--- config.mk ---
export PLATFORM = sky130hd
export DESIGN_NAME = msk_rx_acq_ctrl
export DESIGN_NICKNAME = d
export VERILOG_FILES = /design/src/rtl/msk_rx_acq_ctrl.sv
export SDC_FILE = /design/constraint.sdc
export NUM_CORES = 1
export LEC_CHECK = 0
export ABC_CLOCK_PERIOD_IN_PS = 8650
export BUFFER_PORTS_ARGS = -buffer_cell sky130_fd_sc_hd__buf_2
export CORE_MARGIN = 3
export CORE_UTILIZATION = 60
export DETAILED_ROUTE_END_ITERATION = 6
export PLACE_DENSITY_LB_ADDON = 0.25
export SYNTH_ARGS = -nofsm -noshare
export SYNTH_HDL_FRONTEND = slang
export SYNTH_SLANG_ARGS = --single-unit
--- constraint.sdc ---
create_clock -name clk -period 8.65 [get_ports clk]
set_clock_uncertainty 0.05 [all_clocks]
set_input_delay 0.865 -clock clk [delete_from_list [all_inputs] [get_ports clk]]
set_output_delay 0.865 -clock clk [all_outputs]
set_load 0.01 [all_outputs]
--- src/rtl/msk_rx_acq_ctrl.sv ---
// rtl/msk_rx_acq_ctrl.sv - MSK receive acquisition sequencer and lock supervisor
module msk_rx_acq_ctrl #(
  parameter int                WERR      = 18,
  parameter int                EW        = 24,
  parameter int                TED_THR   = 2048,
  parameter int                PD_THR    = 65536,
  parameter int                LOCK_CNT  = 64,
  parameter int                LOSS_CNT  = 16,
  parameter int                TMO_SYM   = 4096,
  parameter int                SYNC_W    = 32,
  parameter logic [SYNC_W-1:0] SYNC_WORD = 32'h1ACFFC1D
) (
  input  logic                   clk,
  input  logic                   reset_n,
  input  logic                   enable_i,
  input  logic signed [WERR-1:0] ek_i,
  input  logic                   ek_val_i,
  input  logic                   cfo_done_i,
  input  logic signed [EW-1:0]   pdet_err_i,
  input  logic                   pdet_err_val_i,
  input  logic                   data_i,
  input  logic                   data_val_i,
  output logic                   cfo_en_o,
  output logic                   fine_en_o,
  output logic                   lock_o,
  output logic                   frame_sync_o,
  output logic                   timeout_o,
  output logic [2:0]             state_o
);

  typedef enum logic [2:0] {
    IDLE       = 3'd0,
    TIM_ACQ    = 3'd1,
    CFO_COARSE = 3'd2,
    CFO_FINE   = 3'd3,
    SYNC_SRCH  = 3'd4,
    LOCKED     = 3'd5
  } state_e;

  localparam int GW = $clog2(LOCK_CNT + 1);
  localparam int BW = $clog2(LOSS_CNT + 1);
  localparam int TW = $clog2(TMO_SYM + 1);
  localparam int FW = $clog2(SYNC_W + 1);

  state_e            state_q, state_d, fwd_state;
  logic [GW-1:0]     good_q, good_d, good_inc;
  logic [BW-1:0]     bad_q, bad_d, bad_inc;
  logic [TW-1:0]     tmo_q, tmo_d, tmo_inc;
  logic [FW-1:0]     fill_q, fill_d, fill_inc;
  logic [SYNC_W-1:0] sr_q, sr_d, sr_shift;
  logic              cfo_en_q, fine_en_q, lock_q, frame_sync_q, timeout_q;
  logic              cfo_en_d, fine_en_d, lock_d, frame_sync_d, timeout_d;
  logic              fwd, tmo_tick, tmo_hit, loss, searching, match_now;
  logic [WERR-1:0]   ek_abs;
  logic [EW-1:0]     pd_abs;
  logic              ek_in, pd_in, ek_bad, pd_bad;

  // Saturating magnitude: the most negative code maps to the largest positive one
  assign ek_abs = !ek_i[WERR-1] ? ek_i :
                  (ek_i == {1'b1, {(WERR-1){1'b0}}}) ? {1'b0, {(WERR-1){1'b1}}} : -ek_i;
  assign pd_abs = !pdet_err_i[EW-1] ? pdet_err_i :
                  (pdet_err_i == {1'b1, {(EW-1){1'b0}}}) ? {1'b0, {(EW-1){1'b1}}} : -pdet_err_i;
  assign ek_in  = ek_abs < WERR'(TED_THR);
  assign pd_in  = pd_abs < EW'(PD_THR);
  assign ek_bad = ek_val_i && !ek_in;
  assign pd_bad = pdet_err_val_i && !pd_in;

  assign good_inc = (good_q == GW'(LOCK_CNT)) ? good_q : good_q + GW'(1);
  assign bad_inc  = (bad_q == BW'(LOSS_CNT)) ? bad_q : bad_q + BW'(1);
  assign tmo_inc  = (tmo_q == TW'(TMO_SYM)) ? tmo_q : tmo_q + TW'(1);
  assign fill_inc = (fill_q == FW'(SYNC_W)) ? fill_q : fill_q + FW'(1);
  assign sr_shift = {sr_q[SYNC_W-2:0], data_i};

  // The fill count stops a partly filled register (leading zeros) from matching early
  assign searching = (state_q == SYNC_SRCH) || (state_q == LOCKED);
  assign match_now = searching && data_val_i && (fill_inc == FW'(SYNC_W)) && (sr_shift == SYNC_WORD);

  always_comb begin
    good_d    = good_q;
    bad_d     = bad_q;
    tmo_d     = tmo_q;
    fill_d    = fill_q;
    sr_d      = sr_q;
    fwd       = 1'b0;
    fwd_state = state_q;
    tmo_tick  = 1'b0;
    loss      = 1'b0;
    case (state_q)
      IDLE: begin
        fwd       = 1'b1;
        fwd_state = TIM_ACQ;
      end
      TIM_ACQ: begin
        tmo_tick  = ek_val_i;
        if (ek_val_i) good_d = ek_in ? good_inc : '0;
        fwd       = (good_d == GW'(LOCK_CNT));
        fwd_state = CFO_COARSE;
      end
      CFO_COARSE: begin
        tmo_tick  = ek_val_i;
        fwd       = cfo_done_i;
        fwd_state = CFO_FINE;
      end
      CFO_FINE: begin
        tmo_tick  = ek_val_i;
        if (pdet_err_val_i) good_d = pd_in ? good_inc : '0;
        fwd       = (good_d == GW'(LOCK_CNT));
        fwd_state = SYNC_SRCH;
      end
      SYNC_SRCH: begin
        tmo_tick  = data_val_i;
        fwd       = match_now;
        fwd_state = LOCKED;
      end
      LOCKED: begin
        if (ek_bad || pd_bad) bad_d = bad_inc;
        else if (ek_val_i || pdet_err_val_i) bad_d = '0;
        loss = (bad_d == BW'(LOSS_CNT));
      end
      default: begin
        fwd       = 1'b1;
        fwd_state = IDLE;
      end
    endcase

    if (tmo_tick) tmo_d = tmo_inc;
    tmo_hit = (tmo_d == TW'(TMO_SYM));

    state_d = state_q;
    if (tmo_hit || loss) state_d = IDLE;
    else if (fwd)        state_d = fwd_state;
    if (!enable_i)       state_d = IDLE;

    if (state_d != state_q) begin
      good_d = '0;
      bad_d  = '0;
      tmo_d  = '0;
    end

    if (searching && data_val_i) begin
      sr_d   = sr_shift;
      fill_d = fill_inc;
    end
    if (!(state_d == SYNC_SRCH || state_d == LOCKED) ||
        (state_d == SYNC_SRCH && state_q != SYNC_SRCH)) begin
      sr_d   = '0;
      fill_d = '0;
    end

    cfo_en_d     = (state_d == CFO_COARSE) || (state_d == CFO_FINE) ||
                   (state_d == SYNC_SRCH) || (state_d == LOCKED);
    fine_en_d    = (state_d == CFO_FINE) || (state_d == SYNC_SRCH) || (state_d == LOCKED);
    lock_d       = (state_d == LOCKED);
    frame_sync_d = match_now && (state_d == LOCKED);
    timeout_d    = tmo_hit && enable_i;
  end

  always_ff @(posedge clk or negedge reset_n) begin
    if (!reset_n) begin
      state_q      <= IDLE;
      good_q       <= '0;
      bad_q        <= '0;
      tmo_q        <= '0;
      fill_q       <= '0;
      sr_q         <= '0;
      cfo_en_q     <= 1'b0;
      fine_en_q    <= 1'b0;
      lock_q       <= 1'b0;
      frame_sync_q <= 1'b0;
      timeout_q    <= 1'b0;
    end else begin
      state_q      <= state_d;
      good_q       <= good_d;
      bad_q        <= bad_d;
      tmo_q        <= tmo_d;
      fill_q       <= fill_d;
      sr_q         <= sr_d;
      cfo_en_q     <= cfo_en_d;
      fine_en_q    <= fine_en_d;
      lock_q       <= lock_d;
      frame_sync_q <= frame_sync_d;
      timeout_q    <= timeout_d;
    end
  end

  assign cfo_en_o     = cfo_en_q;
  assign fine_en_o    = fine_en_q;
  assign lock_o       = lock_q;
  assign frame_sync_o = frame_sync_q;
  assign timeout_o    = timeout_q;
  assign state_o      = state_q;

endmodule

# Word level (Yosys, flattened, before mapping)
# Index checks and enable logic that the tools add are counted.
dict set report op_classes {
  addsub 6
  n_lt_le_gt_ge 2
  n_eq_ne 23
  mux 34
  n_reduce_logical 27
}
# operator n
set op_table {}
lappend op_table {{two-way mux 31 bit} 2}
lappend op_table {{two-way mux 7 bit} 8}
lappend op_table {{two-way mux 24 bit} 2}
lappend op_table {{two-way mux 13 bit} 3}
lappend op_table {{two-way mux 18 bit} 2}
lappend op_table {{equality test 32 x 29 -> 1 bit (second input constant)} 1}
lappend op_table {{two-way mux 5 bit} 6}
lappend op_table {{equality test 13 bit (second input constant)} 2}
lappend op_table {{equality test 24 bit (second input constant)} 1}
lappend op_table {{< comparator 24 x 17 -> 1 bit (second input constant)} 1}
lappend op_table {{negator 24 bit} 1}
lappend op_table {{equality test 7 bit (second input constant)} 3}
lappend op_table {{equality test 18 bit (second input constant)} 1}
lappend op_table {{< comparator 18 x 12 -> 1 bit (second input constant)} 1}
lappend op_table {{two-way mux 6 bit} 3}
lappend op_table {{negator 18 bit} 1}
lappend op_table {{one-hot mux 3 bit (6 select lines)} 1}
lappend op_table {{one-hot mux 7 bit (2 select lines)} 1}
lappend op_table {{adder 13 x 1 -> 13 bit (second input constant)} 1}
lappend op_table {{equality test 3 x 2 -> 1 bit (second input constant)} 4}
lappend op_table {{equality test 3 bit (second input constant)} 4}
lappend op_table {{equality test 6 bit (second input constant)} 2}
lappend op_table {{logical OR 1 bit} 11}
lappend op_table {{equality test 5 bit (second input constant)} 2}
lappend op_table {{16 further kinds} 28}
dict set report totals {
  register_bits 70
  input_bits 50
  out_inout_bits 8
}

# Depth between registers and ports, before layout
# Gate-level depths: netlist of run 1.
dict set report depth {
  ltp_word 19
  ltp_mapped 13
  mapped_depth_nobuf 10
}

# Worst setup path before layout of run 1
# OpenSTA, ideal clock, no wires.
dict set report synth_path {
  path_kind {in2reg}
  start {input ek_val_i}
  end {register sr_q[16]}
  arrival_ns 3.218
  setup_slack_ns 5.264
  stages 11
  path_buffers 3
  path_cell_list {inv_2 o31a_4 nor3_1 mux2_2 or4_4 or3_1 buf_6 nand3_4 buf_8 buf_12 a21oi_2}
}
dict set report synth_between {
  elab_chain_len 14
  elab_cells_between_ends 27
}
# item line
set synth_rtl {}
lappend synth_rtl {{from (decl)} 17} ;# input logic ek_val_i,
lappend synth_rtl {{parallel branches: the longest is 7 deep, another holds two-way mux 7 bit} --}
lappend synth_rtl {{two-way mux 3 bit (*)} 130} ;# if (tmo_hit || loss) state_d = IDLE;
lappend synth_rtl {{two-way mux 3 bit (*)} 132} ;# if (!enable_i) state_d = IDLE;
lappend synth_rtl {{equality test 3 bit, on equally long branches} {144, 145}}
lappend synth_rtl {{logical OR 1 bit} 144} ;# if (!(state_d == SYNC_SRCH || state_d == LOCKED) ||
lappend synth_rtl {{zero test 1 bit} 144}
lappend synth_rtl {{logical OR 1 bit (*)} 144}
lappend synth_rtl {{two-way mux 31 bit or nonzero test 2 bit (tied branches)} --}
lappend synth_rtl {{to (signal assigned)} 177} ;# sr_q <= sr_d;
lappend synth_rtl {{to (decl)} 50} ;# logic [SYNC_W-1:0] sr_q, sr_d, sr_shift;
# Every way passes the cells marked *. The select of a mux whose other input is x is not followed.
# A chain may end at the register's enable or synchronous reset.

# Worst setup path after layout of run 1
dict set report layout_path {
  start {input ek_val_i}
  end {register frame_sync_q, in the netlist frame_sync_o}
}
dict set report layout_between {
  elab_chain_len 11
  elab_cells_between_ends 21
}
# item line
set layout_rtl {}
lappend layout_rtl {{parallel branches: the longest is 7 deep, another holds two-way mux 7 bit} --}
lappend layout_rtl {{two-way mux 3 bit (*)} 130}
lappend layout_rtl {{two-way mux 3 bit (*)} 132}
lappend layout_rtl {{equality test 3 bit (*)} 154} ;# frame_sync_d = match_now && (state_d == LOCKED);
lappend layout_rtl {{logical AND 1 bit (*)} 154}
lappend layout_rtl {{net frame_sync_d} 52} ;# logic cfo_en_d, fine_en_d, lock_d, frame_sync_d, timeout_d;
lappend layout_rtl {{to (signal assigned)} 181} ;# frame_sync_q <= frame_sync_d;
lappend layout_rtl {{to (decl)} 51} ;# logic cfo_en_q, fine_en_q, lock_q, frame_sync_q, timeout_q;
# Mark *: on every way through the listed nets, which the timed path passes. The select of a mux whose other input is x is not followed.

==> summary.md, run 1 <==
| Metric | Value |
|---|---|
| Status | finished clean |
| Final setup TNS | 0 ns |
| Worst vdd ir | 0.106 mV |
| Routed Antenna Nets | 0 |
| Row count | 33 |
| Clk sinks | 70 |
| Max-Cap Viols | 0 |
| Slew at the pin closest to its max-slew limit | 1.13 ns |
| Max-slew violation count | 0 |
| FF+latch count, synth | 70 |
| Crit-path max FO | 39 |
| Share of cells above drive strength 1 | about 17% |
| Die width | 99.3 um |
| Area grow syn2layout | 8.54% |
| Total grt overflow | 0 |
| Number of iterations in the first detailed-routing pass | 4 |
| Post-synth EDFFs | 0 |
| P_leak | 2.24 nW |
| Final setup vio count | 0 |
| Crit end category | flop |
| Clk buf depth | 2 |
| Iter 0 DRT Violations | between 400 and 500 |
| Vias in the first global route | 4839 |
| GP Congestion | 0.976 |
| WL final | 13100 um |
| H-Tree Depth | 3 |
| Cts hold-fix bufs | 0 |
| Critical Path AT | 4.21 ns |
| # diodes | 0 |
| Vias per cell | 6.48 |
| Hold Violations, Final | 0 |
| Post-layout min period | 4.06 ns |
| CP startpoint kind | input pin |
| Clock transition at path regs | 0.09 ns |
| Slew margin rel. | 24.6% |
| Die height | 99.3 um |
| Antenna violations before repair | 0 |
| Critical Path Max Stage Delay | 0.71 ns |
| Ports | 58 |
| Register area share after synthesis | 33.5% |
| YS warnings | 0 |
| Pwr dens | 119 mW/mm^2 |
| Core Region | 0.00834 mm^2 |
| Final non-filler cell area | 0.00567 mm^2 |
| Slowest cell on crit path | or3_1 |
| Number of port buffers | 57 |
| Wire per inst | approximately 17 um |
| Min-delay worst type | flop to flop |
| Fin nets | 733 |
| Syn_nets | 705 |
| Post-CTS sizing | 0 |
| Worst path cell trace | buf_2, inv_2, o31a_4, nor3_1, mux2_2, or4_4, or3_1, nand3_4, nor4_1 |
| Cell area after synthesis | 0.00523 mm^2 |
| Top FF cell, synth | dfrtp_1 |
| Post-CTS setup buffers | 0 |
| Worst-Skew Late Latency | 0.35 ns |
| Total track usage | between 20% and 30% |
| Tcrit/Tclk final | 46.9% |
| Average size of a mapped cell | just over 8 um^2 |
| Die ar. | 0.00987 mm^2 |
| DRC | 0 |
| Starting Density | a little over three fifths |
| Area after DPL | 0.00547 mm^2 |
| First-pass GRT wire length | 22100 um |
| Post-synthesis async set-or-reset flop share | between 90% and 100% |
| Cell count after synthesis | 647 |
| Num CTS Buffers | 9 |
| RSZ-0062 raised after global routing | false |
| Clock root buffer | clkbuf_8 |
| Via count | 5090 |
| Synth cell types | 75 |
| CTS tree | done |
| Worst Path Required | 8.80 ns |
| CP Class | input pin to flop |
| Largest net degree at the start of global routing | 71 |
| Max Fclk | 246 MHz |
| Post-DP HPWL | between 9000 and 10000 um |
-- registers in the layout, summed over array words and instances, names as in the netlist --
register      cells
state_o           3
sr_q             31
frame_sync_o      1
fill_q            6
bad_q             5
tmo_q            13
fine_en_o         1
timeout_o         1
good_q            7
lock_o            1
cfo_en_o          1
-- stage by stage --
| stage | util (%) | hold WS [ns] | worst slack, ns | total power [mW] | std cells |
|---|---|---|---|---|---|
| 2_1_floorplan | - | 0.451 | 5.26 | 0.375 | 647 |
| 3_5_place_dp | 65.6 | 0.480 | 4.28 | 0.405 | 769 |
| 4_1_cts | 68.0 | 0.491 | 4.66 | 0.678 | 785 |
| 3_3_place_gp | 65.6 | 0.470 | 4.42 | 0.403 | 769 |
| 5_1_grt | 68.0 | 0.513 | 4.42 | 0.698 | 785 |
| 6_report | 68.0 | 0.490 | 4.59 | 0.674 | 785 |
-- cell usage after synthesis (4+ instances only) --
library cell  count  area, um^2
xor2_1           12         105
xnor2_1          14         123
inv_1            16        60.1
a21oi_1          38         190
nand4_1          25         156
nand3_1          24         120
nor2_1           35         131
nand2_1         114         428
o32ai_1           5        43.8
a31oi_1           8        50.1
o22ai_1          15        93.8
a21oi_2          10        87.6
and4_1            5        43.8
mux2i_1           4        40.0
or3_1             8        50.1
nor3_1           24         120
and2_1            5        31.3
nor2b_1           5        31.3
o21bai_1          4        30.0
a31o_2            9        78.8
o21ai_0          26         130
clkbuf_1         32         120
a211oi_1          4        30.0
nand2b_1          5        31.3
ha_1              8         100
dfrtp_1          70        1750
nand3b_1          7        52.6
nor4_1           14        87.6
buf_2            10        50.1
a22o_1            6        52.6
o211ai_1          5        37.5
o31ai_1           5        37.5
-- final timing paths --
check	depth (start not counted)	endpoint	slack (ns)	from
max in group asynchronous	2	tmo_q[0]	7.31	reset_n
hold / removal	2	sr_q[11]	0.49	sr_q[10]
hold reg to reg	2	sr_q[11]	0.49	sr_q[10]
setup reg to reg	8	frame_sync_o	4.67	state_o[1]
setup / recovery	9	frame_sync_o	4.59	ek_val_i
min in group asynchronous	2	fill_q[2]	0.67	reset_n
-- kinds of logic after synthesis --
kind of cell	share of synthesized area, %
AND/OR/NAND/NOR	31.0
AO/OA/AOI/OAI	22.2
flip-flops	33.5
buffers and inverters	5.58
XOR/XNOR	4.36
adder cells (fa/ha/maj)	1.91
multiplexers	1.41
-- worst max-delay path, delay by kind of cell --
kind | cells | cell delay, ns
AO/OA/AOI/OAI | 1 | 0.38
buffers and inverters | 2 | 0.33
multiplexers | 1 | 0.38
AND/OR/NAND/NOR | 5 | 2.24
-- per-layer routing --
metal | vias to the layer above | GRT usage, % | share of wire (%)
li1 | 2446 | - | -
met1 | 2427 | 36.3 | 44
met2 | 197 | 43.2 | 48
met3 | 20 | 5.68 | 7.2
met4 | 0 | 9.14 | 1.7
met5 | - | 0 | 0
-- cells in the final DEF, fill, tap and decap left out, types with 4 or more instances in the layout --
cell      Yosys  layout
and4_1        5       5
nor3_1       24      24
mux2i_1       4       4
ha_1          8       8
buf_4         0       6
a22o_1        6       6
nand2b_1      5       5
o31ai_1       5       5
xnor2_1      14      14
nor4_1       14      14
a211oi_1      4       4
nand3_1      24      24
a21oi_1      38      38
buf_2        10      57
dfrtp_1      70      70
nand3b_1      7       7
o21ai_0      26      26
nor2_1       35      35
xor2_1       12      12
inv_1        16      16
a21oi_2      10      10
o211ai_1      5       5
nand4_1      25      25
nand2_1     114     114
a31o_2        9       9
clkbuf_8      0       9
o32ai_1       5       5
a31oi_1       8       8
and2_1        5       5
or3_1         8       8
o21bai_1      4       4
nor2b_1       5       5
o22ai_1      15      15
-- power by group --
group,total (mW),switching (mW),internal [mW]
clock network,0.275,0.137,0.138
logic,0.0659,0.0424,0.0235
registers,0.333,0.00460,0.329
total,0.674,0.184,0.490
-- cell type report --
type | instances | area [um^2]
repair buffers | 63 | 330
clock buffers | 9 | 124
fillers | 711 | 2670
flip-flops and latches | 70 | 1750
multi-input cells | 514 | 3190
inverters | 17 | 63.8
well taps | 105 | 131
clock inverters | 7 | 80.1
No activity file was read; power rests on OpenSTA's default activity.
==> run 2, diff against run 1 <==
- ABC_AREA: not set -> 1
- ABC_CLOCK_PERIOD_IN_PS: 8650 -> 4120
- clock period: 8.65 -> 4.12 ns (I/O delays scaled with it)
==> run 2 against run 1 <==
Effect of this change: sequential share of layout area grew 0.28 points; utilization rose by 0.059 points; total power grew to 2.9 times the previous value.
==> summary.md, run 2 <==
| Metric | Value |
|---|---|
| Post-synth top area share | 34.2% |
| Post-CTS sizing | 0 |
| Vias per cell | 5.24 |
| Max-Cap Viols | 0 |
| Ports | 58 |
| Starting Density | 62.1% |
| CP startpoint kind | flop |
| Crit end category | flop |
| DRC | 0 |
| Worst vdd ir | approximately 0.27 mV |
| Most frequent cells in the layout | 201 x nand2_1, 110 x nor2_1, 86 x inv_1 |
| Core Region | 0.00826 mm^2 |
| Post-layout min period | between 3 and 4 ns |
| Max Fclk | 310 MHz |
| P_leak | roughly 2.5 nW |
| Wire per inst | 12.1 um |
| Synth cell types | 41 |
| Post-synth EDFFs | 0 |
| Slew at the pin closest to its max-slew limit | 0.873 ns |
| CP Class | flop to flop |
| Final core utilization | 68.1% |
| Pwr dens | 344 mW/mm^2 |
| Largest register FFs | 31 |
| Tcrit/Tclk final | 78.3% |
| Clk buf depth | 2 |
| Top FF cell, synth | dfrtp_1 |
| Slew margin rel. | 41.8% |
| Clk sinks | 70 |
| Most common cell in the synthesized netlist | nand2_1 |
| Hold_ws | around 0.13 ns |
| Top post-synthesis cells by area | dfrtp_1 34%, nand2_1 15%, nor2_1 8.1% |
| Num CTS Buffers | 9 |
| Post-DP HPWL | 8280 um |
| Power Total | roughly 1.9 mW |
| Post-CTS setup buffers | 0 |
| GP Congestion | 0.913 |
| Worst R2R Setup Slack | 0.89 ns |
| Largest net degree at the start of global routing | 53 |
| Worst-Skew Late Latency | 0.35 ns |
| First-pass GRT wire length | 19100 um |
| Min-delay worst type | input pin to asynchronous set/reset pin |
| CTS tree | done |
| R2r endpoint | good_q[0] |
| Register area share after synthesis | 34.2% |
| Status | finished clean |
| Worst-case reg-to-reg path depth | 16 |
| Cts hold-fix bufs | 0 |
| Largest Register | sr_q |
| Max-slew violation count | 0 |
| Total grt overflow | 0 |
| Die ar. | about 0.0097 mm^2 |
| Cell count after synthesis | 757 |
| RSZ-0062 raised after global routing | false |
| Worst Path Required | 4.33 ns |
| # diodes | 0 |
| Final setup TNS | 0 ns |
| Total track usage | ~23% |
| Final setup vio count | 0 |
| Routed Antenna Nets | 0 |
| Antenna violations before repair | 0 |
| Share of cells above drive strength 1 | 17.7% |
| Average size of a mapped cell | around 6.8 um^2 |
| Critical R2R Launch | state_o[1] |
| Vias in the first global route | 4408 |
| Setup WS post-layout | 0.893 ns |
| Critical Path AT | 3.44 ns |
| Top flop regs | sr_q x31, tmo_q x13, good_q x7 |
| Pre-CTS WS | 0.774 ns |
| Fin nets | 867 |
| Cell area after synthesis | 0.00513 mm^2 |
| Iter 0 DRT Violations | 222 |
| Clock root buffer | clkbuf_8 |
| Area leader, netlist | dfrtp_1 |
| Number of iterations in the first detailed-routing pass | 4 |
| FF+latch count, synth | 70 |
| Synth top cells by count | 201 x nand2_1, 110 x nor2_1, 86 x inv_1 |
| Syn_nets | 815 |
| Die height | 98.4 um |
| Row count | 33 |
| Most common cell after layout, fill and taps aside | nand2_1 |
| Area grow syn2layout | 9.69% |
| Crit-path max FO | 25 |
| WL final | 11100 um |
| Hold Violations, Final | 0 |
| Via count | 4816 |
| Post-synthesis async set-or-reset flop share | 100% |
| H-Tree Depth | 3 |
| YS warnings | 0 |
| Clock transition at path regs | 0.08 ns |
| Die width | 98.4 um |
| Number of port buffers | 57 |
## run 2: changes by cell type after synthesis, sizes merged, moves of 10 or more
cell and change:
a211oi +12, a31o -10, clkbuf -21, inv +79
nand2 +93, nand3 +31, nand4 -12, nor2 +104
nor3 -11, nor4 -12, o22ai -14, xnor2 -13
## run 2: cells by family after synthesis
logic type	share of synthesized area, %
compound gates	11.6
xor+xnor	3.73
fa+ha+maj	1.95
buf+inv	9.49
flops	34.2
simple gates	39.0
## run 2: where the power goes
group	switching (mW)	internal, mW
Sequential	0.0549	0.725
Clock	0.263	0.235
Combinational	0.455	0.201
## run 2: cell type report
| cell class | count | area [um^2] |
|---|---|---|
| flip-flops and latches | 70 | 1750 |
| clock inverters | 5 | 35.0 |
| inverters | 98 | 368 |
| fillers | 721 | 2640 |
| multi-input cells | 570 | 2890 |
| repair buffers | 60 | 308 |
| clock buffers | 11 | 141 |
| well taps | 105 | 131 |
## run 2: worst max path at each step
| stage | start | endpoint | slack [ns] | cells after the start |
|---|---|---|---|---|
| final | state_o[1] | good_q[0] | 0.89 | 16 |
| after global routing | fill_q[0] | good_q[4] | 0.56 | 17 |
| after detailed placement | pdet_err_i[5] | good_q[0] | 0.77 | 24 |
| after global placement | pdet_err_i[7] | good_q[2] | 0.91 | 24 |
| after floorplan | pdet_err_i[7] | tmo_q[7] | 1.45 | 25 |
| after CTS | state_o[0] | good_q[0] | 0.94 | 18 |
## run 2: worst max-delay path, stage by stage, from the launching register on
cell and delay (ns):
dfrtp_1 0.53, nand2_1 0.14, nor2_1 0.42, inv_1 0.28, a21oi_1 0.21, nand2_1 0.07
nand2_1 0.09, nand2_1 0.06, nor2_1 0.07, nand2_1 0.15, o21ai_2 0.21, nand2_4 0.08
inv_2 0.08, nand2_2 0.06, nand2_2 0.08, nand3_4 0.34, nor2_1 0.21
## run 2: through the flow
step,cell area (um^2),instances
after floorplan,5130,757
after global placement,5450,903
after detailed placement,5450,903
after CTS,5620,919
after global routing,5620,919
final,5620,919
## run 2: metal layers
metal / vias up / GRT usage [%] / share of wire (%)
li1: 2513 / - / -
met1: 2163 / 31.2 / 46
met2: 129 / 38.2 / 47
met3: 11 / 5.45 / 5.9
met4: 0 / 5.46 / 0.80
met5: - / 0 / 0
